==> config.mk <==
export PLATFORM = sky130hd
export DESIGN_NAME = rotate_step_sequencer
export DESIGN_NICKNAME = d
export VERILOG_FILES = /design/src/rtl/rotate_step_sequencer.sv
export SDC_FILE = /design/constraint.sdc
export NUM_CORES = 1
export LEC_CHECK = 0
export ABC_AREA = 1
export BUFFER_PORTS_ARGS = -buffer_cell sky130_fd_sc_hd__buf_2
export CORE_AREA = 2 2 59 61
export DETAILED_ROUTE_END_ITERATION = 7
export DIE_AREA = 0 0 61 63
export PLACE_DENSITY = 0.82
export SLEW_MARGIN = 15
export SYNTH_ARGS = -nofsm -noshare
export SYNTH_HDL_FRONTEND = slang
export SYNTH_SLANG_ARGS = --single-unit
==> constraint.sdc <==
create_clock -name clk -period 2.4 [get_ports clk]
set_clock_uncertainty 0.1 [all_clocks]
set_input_delay 0.24 -clock clk [delete_from_list [all_inputs] [get_ports clk]]
set_output_delay 0.24 -clock clk [all_outputs]
set_load 0.05 [all_outputs]
==> src/rtl/rotate_step_sequencer.sv <==
// Step sequencer feeding an external 4-bit combinational rotator: latches a start
// pattern, then registers the rotated result back every period+1 cycles for n_steps steps.
//
// state | meaning
// IDLE  | waiting for start; pat_out holds the last published pattern
// WAIT  | counting period ticks, taking one rotate step when tick reaches per
// DONE  | run complete; done strobes in the following cycle, then IDLE
module rotate_step_sequencer #(
  parameter int TICK_W = 8
) (
  input  logic              clk,
  input  logic              rst,
  input  logic              start,
  input  logic              stop,
  input  logic [3:0]        pattern,
  input  logic [1:0]        step,
  input  logic              dir,
  input  logic [3:0]        n_steps,
  input  logic [TICK_W-1:0] period,
  output logic [3:0]        rot_din,
  output logic [1:0]        rot_sh_amt,
  output logic              rot_dir,
  input  logic [3:0]        rot_dout,
  output logic [3:0]        pat_out,
  output logic              pat_valid,
  output logic              busy,
  output logic              done
);

  typedef enum logic [1:0] {
    S_IDLE = 2'd0,
    S_WAIT = 2'd1,
    S_DONE = 2'd2
  } state_t;

  state_t            state_q, state_d;
  logic [3:0]        cur_q, cur_d;
  logic [1:0]        amt_q, amt_d;
  logic              dr_q, dr_d;
  logic [3:0]        left_q, left_d;
  logic [TICK_W-1:0] tick_q, tick_d;
  logic [TICK_W-1:0] per_q, per_d;
  logic [3:0]        pat_out_q, pat_out_d;
  logic              pat_valid_q, pat_valid_d;
  logic              done_q, done_d;

  always_ff @(posedge clk) begin
    if (rst) begin
      state_q     <= S_IDLE;
      cur_q       <= '0;
      amt_q       <= '0;
      dr_q        <= 1'b0;
      left_q      <= '0;
      tick_q      <= '0;
      per_q       <= '0;
      pat_out_q   <= '0;
      pat_valid_q <= 1'b0;
      done_q      <= 1'b0;
    end else begin
      state_q     <= state_d;
      cur_q       <= cur_d;
      amt_q       <= amt_d;
      dr_q        <= dr_d;
      left_q      <= left_d;
      tick_q      <= tick_d;
      per_q       <= per_d;
      pat_out_q   <= pat_out_d;
      pat_valid_q <= pat_valid_d;
      done_q      <= done_d;
    end
  end

  // Next state and datapath; stop pre-empts a step due in the same cycle.
  always_comb begin
    state_d     = state_q;
    cur_d       = cur_q;
    amt_d       = amt_q;
    dr_d        = dr_q;
    left_d      = left_q;
    tick_d      = tick_q;
    per_d       = per_q;
    pat_out_d   = pat_out_q;
    pat_valid_d = 1'b0;
    done_d      = 1'b0;
    case (state_q)
      S_IDLE: begin
        if (start) begin
          cur_d   = pattern;
          amt_d   = step;
          dr_d    = dir;
          per_d   = period;
          left_d  = n_steps;
          tick_d  = '0;
          state_d = (n_steps == 4'd0) ? S_DONE : S_WAIT;
        end
      end
      S_WAIT: begin
        if (stop) begin
          state_d = S_IDLE;
        end else if (tick_q == per_q) begin
          cur_d       = rot_dout;
          pat_out_d   = rot_dout;
          pat_valid_d = 1'b1;
          tick_d      = '0;
          left_d      = left_q - 4'd1;
          if (left_q == 4'd1) state_d = S_DONE;
        end else begin
          tick_d = tick_q + TICK_W'(1);
        end
      end
      S_DONE: begin
        done_d  = 1'b1;
        state_d = S_IDLE;
      end
      default: state_d = S_IDLE;
    endcase
  end

  always_comb begin
    busy       = (state_q == S_WAIT);
    rot_din    = cur_q;
    rot_sh_amt = amt_q;
    rot_dir    = dr_q;
    pat_out    = pat_out_q;
    pat_valid  = pat_valid_q;
    done       = done_q;
  end

endmodule
== Yosys cells after proc, flatten, opt, wreduce, memory -nomap -nowiden ==
Cells that the tools add are included.
Word-level totals
  register bits after elaboration: 35
  latch bits: 0
  RAM bits: 0
  memory bits (read-only): 0
  input port bits: 27
  output and inout bits: 14
  word-level logic and storage cells: 52
  memories kept: 0
Operators by class
  $add $sub $neg: 2
  multipliers: 0
  div/mod/pow operators: 0
  order comparisons: 0
  eq/ne operators: 9
  shifts and indexed selects: 0
  muxes and demuxes: 20
  bitwise gates (word level): 2
  reductions and logical operators: 9
Operators with widths (count)
  two-way mux 4 bit: 6
  two-way mux 8 bit: 3
  one-hot mux 4 bit (2 select lines): 2
  one-hot mux 8 bit (2 select lines): 1
  two-way mux 2 bit: 5
  AND reduction 3 bit: 3
  adder 8 x 1 -> 8 bit, second input constant: 1
  == test 8 bit: 1
  != test 3 x 2 -> 1 bit, second input constant: 2
  == test 4 x 1 -> 1 bit, second input constant: 1
  logical NOT 4 bit: 1
  != test 2 bit, second input constant: 2
  one-hot mux 2 bit (2 select lines): 1
  AND reduction 4 bit: 1
  subtractor 4 x 1 -> 4 bit, second input constant: 1
  OR reduction 3 bit: 1
  == test 2 x 1 -> 1 bit, second input constant: 1
  == test 2 bit, second input constant: 1
  logical NOT 2 bit: 1
  two-way mux 1 bit: 2
  != test 2 x 1 -> 1 bit, second input constant: 1
  inverter 1 bit: 2
  AND reduction 2 bit: 1
  nonzero test 2 bit: 1

== Depth between registers and ports, before layout ==
  depth after elaboration: 5
  depth in mapped cells: 11
  mapped depth without buffers: 11

== Worst setup path after synthesis ==
Ideal clock, no wire load.
  path type: register -> register
  start: register state_q[0]
  end: register left_q[3]
  setup time: 0.115 ns
  data arrival time: 1.275 ns
  data required time: 2.185 ns
  path slack: 0.910 ns
  cell stages (with the launch flop): 9
  cell sequence: dfxtp_1 > nand2_1 > buf_2 > inv_2 > nor2_1 > a31oi_1 > nand3_1 > nand2_1 > nor2_1
Between the ends
  cells in the longest elaborated chain, start to end: 3
  elaborated cells on any way between the ends: 8
  those cells by class: eq/ne: 4; mux: 1; reduce/logical: 3
Ends and longest elaborated chain
  start: declaration: RTL line 36  | state_t state_q, state_d;
  start signal: assignment: RTL line 60  | state_q <= state_d;
  == test 2 x 1 -> 1 bit (*)
  named net busy: RTL line 26  | output logic busy,
  != test 2 x 1 -> 1 bit (no source line), or another cell as far along
  AND reduction 4 bit (no source line)
  end signal: assignment: RTL line 64  | left_q <= left_d;
  end: declaration: RTL line 40  | logic [3:0] left_q, left_d;
The timed path passes the listed nets; every way through them passes the cells marked *.
A chain may end at the register's enable or synchronous reset.

== Worst setup path after layout ==
  start: register state_q[0]
  end: output port busy
Between the ends
  cells in the longest elaborated chain, start to end: 1
Ends and longest elaborated chain
  == test 2 x 1 -> 1 bit: RTL line 120  | busy = (state_q == S_WAIT);
  end: declaration: RTL line 26
No other way between the ends.

==> metrics.txt <==
number of max-slew violations in the final report=0; root buf cell=sky130_fd_sc_hd__clkbuf_4; startpoint type of the worst setup path=register; layout cell share with drive strength beyond 1=21.0%; width of the die=61 um; initial cell density of the core=52.8%; clock insertion delay at the later pin of the skew report=0.35 ns; biggest fanout along the worst timing path=11; synthesis warning total=0; Detailed Place HPWL=2.69 mm; TritonCTS clock tree=built; total inserted antenna cells=0; height of the die=63 um; internal power=970 uW; number of DRC markers in iteration 0=56; worst r2r path cells=7; count of unresolved DRC violations after routing=0; number of antenna violations at the first check in global routing=0; part of the total power dissipated in combinational logic=22.0%; power density relative to cell area=697 nW/um^2; net load switching power=429 uW; total via count in the routed design=1,629; capturing point of the worst reg2reg path=tick_q[1]$_SDFFE_PP0P_; Routed Wire Length=3.54 mm; final cycle utilization of the critical path=79.6%; Final Hold Vio Count=0; end of the critical path=busy; setup repair after global routing missed its margin=no; clk slew on worst S/H paths=0.11 ns; outcome=complete, no violations; static leakage power=0.000973 uW; number of maximum-capacitance violations=0; placer congestion estimate=0.939; number of H-tree levels=2; Total Negative Setup Slacks=0 ns; post-synthesis instance total=245; relative slew slack=60.2%; Worst Path Class, Setup=reg -> out; cell area after technology mapping=1710 sq um; ports placed on the boundary=41; clock sink count=35; transition time at the pin with the least slew margin=0.597 ns; Inserted Clock Buffers=5; post-synthesis register bit count=35; worst setup path startpoint=state_q[0]$_SDFFE_PP0P_; number of antenna-violating nets in the routed design=0; Max IR drop VDD=386 uV; Mapped Nets=275; number of port buffers=40; post-cts repair resize count=0; leading cell types by total area after synthesis=sky130_fd_sc_hd__dfxtp_1, sky130_fd_sc_hd__nand2_1, sky130_fd_sc_hd__nor2_1; number of nets in the finished design=315; area growth from synthesis to layout=17.6%; crit path capture type=primary output; final core utilization=62.1%; placeable core region=3230 sq um; buffer levels on the longest clock path=2; part of the Yosys area used for sequential elements=41.0%; vias per cell=4.91; clock power share=31.5%; largest net degree at the start of global routing=22; FF-to-FF Start=state_q[0]$_SDFFE_PP0P_; final worst hold slack=0.0444 ns; internal reg-to-reg setup slack=0.57 ns; library cell with the largest summed area after synthesis=sky130_fd_sc_hd__dfxtp_1; required time at the endpoint of the critical path=2.06 ns; endpoints failing setup=0; synth unique cells=24; post-layout minimum cycle time=1.91 ns; fmax=523 MHz; part of the power in registers=46.5%; path type of the worst min-delay path=in -> reg; average wire per cell in the routed design=10.7 um; Worst EP arrival=1.57 ns; number of buffers added to fix hold violations after cts=0; Core Rows=21; global route overflow=0; count of buffers added by post-CTS timing repair for setup=0; Pre-antenna DRT Iters=4; number of global-route vias before repair=1,477; area share of the largest cell type after synthesis=41.0%; Net Sw Frac=30.7%; first-pass GRT wire length=6.06 mm; per-instance average area after synthesis=6.97 sq um; overall die area=3840 sq um; total routing usage reported by global routing=20.6%
[worst max-delay path, cell delays in order, from the launching register on]
cell,delay (ns)
sky130_fd_sc_hd__dfxtp_1,0.41
sky130_fd_sc_hd__nand2_1,0.28
sky130_fd_sc_hd__inv_2,0.24
sky130_fd_sc_hd__buf_2,0.29
[routing by layer]
metal | vias to the layer above | wire (um) | global-route usage (%)
met5 | - | 0 | 0
met4 | 0 | 68 | 8.15
met3 | 6 | 149 | 5.80
met2 | 34 | 1600 | 31.0
met1 | 738 | 1720 | 27.4
li1 | 851 | - | -
[placed cells by master (no fill, tap or decap), types with 5 or more instances in the layout]
| cell | count |
|---|---|
| sky130_fd_sc_hd__a21oi_1 | 16 |
| sky130_fd_sc_hd__buf_2 | 40 |
| sky130_fd_sc_hd__clkbuf_4 | 5 |
| sky130_fd_sc_hd__dfxtp_1 | 35 |
| sky130_fd_sc_hd__inv_1 | 19 |
| sky130_fd_sc_hd__nand2_1 | 63 |
| sky130_fd_sc_hd__nand3_1 | 11 |
| sky130_fd_sc_hd__nand3b_1 | 5 |
| sky130_fd_sc_hd__nor2_1 | 43 |
| sky130_fd_sc_hd__o21ai_0 | 16 |
| sky130_fd_sc_hd__xnor2_1 | 7 |
[Yosys cell counts]
cell and instances:
sky130_fd_sc_hd__inv_2 4, sky130_fd_sc_hd__ha_1 3, sky130_fd_sc_hd__clkbuf_1 3, sky130_fd_sc_hd__a31oi_1 1, sky130_fd_sc_hd__inv_1 19, sky130_fd_sc_hd__nor2_1 43, sky130_fd_sc_hd__o21ai_0 16, sky130_fd_sc_hd__o22ai_1 1
sky130_fd_sc_hd__dfxtp_1 35, sky130_fd_sc_hd__nand2_1 63, sky130_fd_sc_hd__nand2_2 3, sky130_fd_sc_hd__xnor2_1 7, sky130_fd_sc_hd__nand3b_1 5, sky130_fd_sc_hd__or2_2 1, sky130_fd_sc_hd__nand4_1 2, sky130_fd_sc_hd__a21oi_1 16
sky130_fd_sc_hd__nor3_1 1, sky130_fd_sc_hd__nand3_1 11, sky130_fd_sc_hd__buf_6 2, sky130_fd_sc_hd__xor2_1 3, sky130_fd_sc_hd__nand3_4 1, sky130_fd_sc_hd__inv_4 1, sky130_fd_sc_hd__nor2_4 2, sky130_fd_sc_hd__buf_2 2
[cell type report]
cell class | instances | area (sq um)
fill | 319 | 1220
clock buffer | 6 | 51.3
timing repair buffer | 40 | 200
clock inverter | 2 | 35.0
multi-input combinational | 179 | 871
tap | 46 | 57.6
sequential | 35 | 701
inverter | 24 | 92.6
[how the worst min path moves through the flow]
stage	from	to	depth (start not counted)
3_5_place_dp	pat_out[3]$_SDFFE_PP0P_	pat_out[3]$_SDFFE_PP0P_	2
6_report	period[5]	per_q[5]$_SDFFE_PP0P_	3
3_3_place_gp	pat_out[3]$_SDFFE_PP0P_	pat_out[3]$_SDFFE_PP0P_	2
2_1_floorplan	rot_dout[0]	pat_out[0]$_SDFFE_PP0P_	2
4_1_cts	period[5]	per_q[5]$_SDFFE_PP0P_	3
5_1_grt	rot_dout[3]	pat_out[3]$_SDFFE_PP0P_	3
[power groups by stage]
stage	sequential [uW]	clock, uW	combinational [uW]
finish	650	440	309
global route	656	477	347
CTS	651	450	308
detailed placement	663	0	306
global placement	662	0	302
floorplan	709	0	193
[state kept, by name, indices dropped and copies added, names as in the netlist]
name and count:
done 1, per_q 8, state_q 2, rot_dir 1, rot_sh_amt 2, pat_valid 1
tick_q 8, rot_din 4, left_q 4, pat_out 4
[cell families after synthesis]
family,synth area share (%)
AND/OR/NAND/NOR,33.6
buffers and inverters,7.99
XOR/XNOR,5.13
AO/OA/AOI/OAI,10.1
flip-flops,41.0
adder cells (fa/ha/maj),2.20
[per-stage QoR]
stage,cell area [sq um],std cells,total power [uW],setup WS (ns)
6_report,2010,332,1400,0.489
4_1_cts,2010,332,1410,0.495
3_3_place_gp,1920,324,964,0.694
2_1_floorplan,1710,245,902,0.910
5_1_grt,2010,332,1480,0.374
3_5_place_dp,1920,324,969,0.631
Note: power is estimated with default switching activity, not from simulation.
